## config.mk

```make
export PLATFORM = sky130hd
export DESIGN_NAME = bcd_seq_converter
export DESIGN_NICKNAME = d
export VERILOG_FILES = /design/src/rtl/bcd_pkg.sv /design/src/rtl/bcd_digit_adj.sv /design/src/rtl/bcd_seq_converter.sv
export SDC_FILE = /design/constraint.sdc
export NUM_CORES = 1
export LEC_CHECK = 0
export ABC_AREA = 1
export BUFFER_PORTS_ARGS = -buffer_cell sky130_fd_sc_hd__buf_4
export CORE_MARGIN = 2
export CORE_UTILIZATION = 35
export CTS_CLUSTER_DIAMETER = 150
export DETAILED_ROUTE_END_ITERATION = 8
export GPL_TIMING_DRIVEN = 0
export SLEW_MARGIN = 20
export SYNTH_ARGS = -nofsm -noshare
export SYNTH_HDL_FRONTEND = slang
export SYNTH_HIERARCHICAL = 1
export SYNTH_SLANG_ARGS = --single-unit
```

## constraint.sdc

```tcl
create_clock -name clk -period 4.8 [get_ports clk]
set_clock_uncertainty 0.15 [all_clocks]
set_input_delay 0 -clock clk [delete_from_list [all_inputs] [get_ports clk]]
set_output_delay 0 -clock clk [all_outputs]
set_load 0.02 [all_outputs]
```

## src/rtl/bcd_pkg.sv

```systemverilog
// Shared constants and state encoding for the serial binary-to-BCD converter.
package bcd_pkg;

  localparam int unsigned BCD_DIGIT_W = 4;

  localparam logic [BCD_DIGIT_W-1:0] BCD_ADJ_THRESH = 4'd5;
  localparam logic [BCD_DIGIT_W-1:0] BCD_ADJ_ADD    = 4'd3;
  localparam logic [BCD_DIGIT_W-1:0] BCD_ZERO_DIGIT = 4'd0;

  typedef enum logic [1:0] {
    ST_IDLE  = 2'd0,
    ST_SHIFT = 2'd1,
    ST_DONE  = 2'd2
  } state_e;

endpackage

```

## src/rtl/bcd_digit_adj.sv

```systemverilog
// Double-dabble digit correction: add 3 to a BCD digit of 5 or more.
module bcd_digit_adj
  import bcd_pkg::*;
(
  input  logic [BCD_DIGIT_W-1:0] digit,
  output logic [BCD_DIGIT_W-1:0] adj_c
);

  always_comb begin
    adj_c = digit;
    if (digit >= BCD_ADJ_THRESH) adj_c = digit + BCD_ADJ_ADD;
  end

endmodule

```

## src/rtl/bcd_seq_converter.sv

```systemverilog
// Serial shift-add-3 binary-to-BCD converter, one input bit per clock.
// Define BCD_LZB_EN to add the blank_n leading-zero blanking mask output.
module bcd_seq_converter
  import bcd_pkg::*;
#(
  parameter int unsigned BIN_W  = 8,
  parameter int unsigned DIGITS = 3
) (
  input  logic                          clk,
  input  logic                          rst,
  input  logic                          in_valid,
  output logic                          in_ready,
  input  logic [BIN_W-1:0]              bin_in,
  output logic                          done,
  output logic [BCD_DIGIT_W*DIGITS-1:0] bcd_out,
  output logic                          ovf
`ifdef BCD_LZB_EN
  ,
  output logic [DIGITS-1:0]             blank_n
`endif
);

  localparam int unsigned BCD_W = BCD_DIGIT_W * DIGITS;
  localparam int unsigned CNT_W = $clog2(BIN_W);

  state_e             state_q, state_d;
  logic [CNT_W-1:0]   cnt_q, cnt_d;
  logic [BIN_W-1:0]   shift_q, shift_d;
  logic [BCD_W-1:0]   scratch_q, scratch_d;
  logic               carry_q, carry_d;
  logic [BCD_W-1:0]   bcd_q, bcd_d;
  logic               ovf_q, ovf_d;
  logic               done_q, done_d;
  logic               in_ready_q, in_ready_d;

  logic [BCD_W-1:0]   adj_c;
  logic [BCD_W-1:0]   scratch_sh_c;
  logic               carry_out_c;
  logic               accept_c;

  for (genvar g = 0; g < DIGITS; g++) begin : g_adj
    bcd_digit_adj u_adj (
      .digit (scratch_q[g*BCD_DIGIT_W +: BCD_DIGIT_W]),
      .adj_c (adj_c[g*BCD_DIGIT_W +: BCD_DIGIT_W])
    );
  end

  // Adjusted digits shifted left, next binary MSB entering the units LSB.
  assign scratch_sh_c = {adj_c[BCD_W-2:0], shift_q[BIN_W-1]};
  assign carry_out_c  = adj_c[BCD_W-1];
  assign accept_c     = in_valid & in_ready_q;

`ifdef BCD_LZB_EN
  logic [DIGITS-1:0] blank_q, blank_d;
  logic [DIGITS-1:0] blank_nxt_c;
  logic              lzb_nz_c;

  // A digit stays lit once it or any higher digit is non-zero.
  always_comb begin
    lzb_nz_c       = 1'b0;
    blank_nxt_c    = '0;
    blank_nxt_c[0] = 1'b1;
    for (int k = int'(DIGITS) - 1; k >= 1; k--) begin
      lzb_nz_c       = lzb_nz_c | (scratch_sh_c[k*BCD_DIGIT_W +: BCD_DIGIT_W] != BCD_ZERO_DIGIT);
      blank_nxt_c[k] = lzb_nz_c;
    end
  end

  assign blank_n = blank_q;
`endif

  always_comb begin
    state_d   = state_q;
    cnt_d     = cnt_q;
    shift_d   = shift_q;
    scratch_d = scratch_q;
    carry_d   = carry_q;
    bcd_d     = bcd_q;
    ovf_d     = ovf_q;
    done_d    = 1'b0;
`ifdef BCD_LZB_EN
    blank_d   = blank_q;
`endif

    case (state_q)
      ST_IDLE, ST_DONE: begin
        state_d = ST_IDLE;
        if (accept_c) begin
          state_d   = ST_SHIFT;
          shift_d   = bin_in;
          scratch_d = {DIGITS{BCD_ZERO_DIGIT}};
          cnt_d     = CNT_W'(BIN_W - 1);
          carry_d   = 1'b0;
        end
      end
      ST_SHIFT: begin
        shift_d   = {shift_q[BIN_W-2:0], 1'b0};
        scratch_d = scratch_sh_c;
        carry_d   = carry_q | carry_out_c;
        if (cnt_q == '0) begin
          state_d = ST_DONE;
          done_d  = 1'b1;
          bcd_d   = scratch_sh_c;
          ovf_d   = carry_q | carry_out_c;
`ifdef BCD_LZB_EN
          blank_d = blank_nxt_c;
`endif
        end else begin
          cnt_d = cnt_q - CNT_W'(1);
        end
      end
      default: state_d = ST_IDLE;
    endcase

    in_ready_d = (state_d != ST_SHIFT);
  end

  always_ff @(posedge clk) begin
    if (rst) begin
      state_q    <= ST_IDLE;
      cnt_q      <= '0;
      shift_q    <= '0;
      scratch_q  <= '0;
      carry_q    <= 1'b0;
      bcd_q      <= '0;
      ovf_q      <= 1'b0;
      done_q     <= 1'b0;
      in_ready_q <= 1'b1;
`ifdef BCD_LZB_EN
      blank_q    <= DIGITS'(1);
`endif
    end else begin
      state_q    <= state_d;
      cnt_q      <= cnt_d;
      shift_q    <= shift_d;
      scratch_q  <= scratch_d;
      carry_q    <= carry_d;
      bcd_q      <= bcd_d;
      ovf_q      <= ovf_d;
      done_q     <= done_d;
      in_ready_q <= in_ready_d;
`ifdef BCD_LZB_EN
      blank_q    <= blank_d;
`endif
    end
  end

  assign in_ready = in_ready_q;
  assign done     = done_q;
  assign bcd_out  = bcd_q;
  assign ovf      = ovf_q;

endmodule

```

==> impl_metrics.toml <==
[clock_tree]
htreeDepth = 2
clk_latency_ns = 0.29
clock_sinks = 41
cts_resized = 0
clock_path_buffers = 2
cts_tree = "built"
cts-buffers-inserted = 5
clk_root_buffer_cell = "clkbuf_8"
clk_pin_slew_ns = 0.08
post_cts_buffers = 0

[floorplan]
core_region_area_um2 = 5540
die_x_um = 80.0
io_pins = 26
start_util_pct = 36.5
dieArea_um2 = 6400
die_h_um = 80.0
num_rows = 27

[timing]
finalHoldViolations = 0
report.final.slew_viol_count = 0
setup_tns_ns = 0
rsz0062_at_grt = "false"
fin_crit_ns = 1.63
layout_worst_path_cycle_share_pct = 33.9
worst_slack_ns = 3.17
tightest_slew_ns = 0.470
max_freq_ghz = 0.615
finalSetupViolCount = 0
max-slew-margin-rel_pct = 68.6

[routing]
first_pass_iters = 4
final_antenna_net_count = 0
wl_per_cell_um = 10.7
vias_per_cell = 4.62
via_count = 1851
finalWirelength_um = 4280
drt-initial-drc-count = 58
drc = 0

[finish]
fin_nets = 347
drive_gt1_share_pct = 21.0
mostFrequentLayoutCell = "nand2_1"
final_cell_mix = "nand2_1 (104), dfxtp_1 (41), nor2_1 (27)"
area_growth_pct = 24.1
antenna_cells = 0
fin_cells = 401

[synth]
syn_area_per_cell_um2 = 7.04
synth_cell_types = 20
synth_edf_count = 0
synth.area.top_cells = "dfxtp_1 (41%), nand2_1 (19%), nor2_1 (5.0%)"
syn_area_um2 = 2020
ys_seq_elements = 41
synthArstFlopShare_pct = 0
synth_top_area_share_pct = 40.6
yosys_warnings = 6
synthFlopType = "dfxtp_1"
synth_cells = 287
synth_seq_area_share_pct = 40.6
synth_top_area_cell = "dfxtp_1"
syn_nets = 306

[run]
max_cap_violations = 0

[worst_setup_path]
critPathKind = "register to register"
ff2ff_setup_slack_ns = 3.17
arrival_ns = 1.64
rr_endpoint = "ovf"
r2r-start = "scratch_q[9]"
critPathLaunchType = "register"
rr_worst_depth = 9
worstPathRequired_ns = 4.81
endpoint_kind = "register"
worstPathMaxFanout = 4

[power_and_ir_drop]
ir_drop_uv = 143
p_seq_share_pct = 47.2
p_leak_nw = 1.12
fin_total_pwr_uw = 784
p_int_uw = 577
power_switching_uw = 208
sw_frac_of_total_pct = 26.5
pwr-share-clk_pct = 36.6
p_comb_share_pct = 16.2
power_density_nw_per_um2 = 313

[global_routing]
grt_pass1_vias = 1695
grt_first_pass_wirelength_um = 7610
overflow = 0
grt_max_degree = 13
antenna_found_initial = 0
gr-usage-all-layers_pct = 14.8

[hold_path]
hold_end = "carry_q"
holdPathStages = 4
min_from = "in_valid"
hp-class = "primary input to register"

[place]
dp_cells = 383
hpwlAfterDp_um = 3020
port_buffers = 24
gp_congestion = 0.837
dp_slack_ns = 3.18

[status]
outcome = "completed"
Yosys cell counts, types with 2 or more instances:
cell type,n
dfxtp_1,41
nor2_4,8
nand2_1,104
o21ai_0,14
a21oi_1,16
buf_4,2
nand2_2,5
nand3_1,20
nor2_1,27
o21ai_2,3
ha_1,8
a21oi_2,3
inv_1,18
buf_6,2
buf_2,5
inv_2,7
critical path, cell delays in order (launching register included):
cell and delay, ns:
dfxtp_1 0.37, inv_1 0.08, ha_1 0.18, nand2_1 0.07
nand2_2 0.06, nor2_4 0.13, a21oi_2 0.04, or2_2 0.28
nand2_1 0.07, a21oi_1 0.06
power groups by stage:
stage | combinational (mW) | clock, mW | sequential [mW]
2_1_floorplan | 0.0872 | 0 | 0.378
3_3_place_gp | 0.121 | 0 | 0.378
3_5_place_dp | 0.121 | 0 | 0.378
4_1_cts | 0.129 | 0.295 | 0.370
5_1_grt | 0.146 | 0.310 | 0.372
6_report | 0.127 | 0.287 | 0.370
cells by family (layout without fill, tap and decap cells):
logic type	after synthesis	count (layout)	synth area share, %
simple gates	167	167	36.5
flops	41	41	40.6
compound gates	36	36	10.0
buf+inv	35	77	7.93
fa+ha+maj	8	8	4.95
how the worst max path moves through the flow:
stage,startpoint,end,slack [ns],depth (start not counted)
after CTS,scratch_q[9],ovf,3.17,9
after floorplan,scratch_q[9],ovf,3.28,9
after global routing,scratch_q[9],ovf,3.02,9
final,scratch_q[9],ovf,3.17,9
after detailed placement,scratch_q[9],ovf,3.18,9
after global placement,scratch_q[9],ovf,3.19,9
state kept, by name, indices dropped and copies added (netlist names):
name       count
bcd_out       12
carry_q        1
cnt_q          3
done           1
in_ready       1
ovf            1
scratch_q     12
shift_q        8
state_q        2
through the flow:
step	hold slack [ns]	area, um2	utilization (%)
floorplan	-0.00292	2020	-
finish	0.0518	2510	45.3
global route	0.0928	2510	45.3
CTS	0.0383	2510	45.3
detailed placement	0.126	2290	41.4
global placement	0.117	2290	41.4
per-layer routing:
metal | track usage (%) | share of wire [%]
met3 | 3.17 | 4.2
met5 | 0 | 0
met4 | 4.58 | 1.2
met2 | 24.7 | 46
met1 | 19.2 | 48
area by class of cell:
type	count	area, um2
clock inverter	1	30.0
inverter	25	93.8
sequential	41	821
tap	72	90.1
clock buffer	7	86.3
timing repair buffer	34	280
multi-input combinational	211	1040
fill	599	3030
buffer	10	66.3
repair_timing:
action                                  CTS  global route
hold buffers                             10             0
endpoints found under the setup margin    0             0
hold endpoints to repair                 16             0
Power figures use the tool's default switching activity.
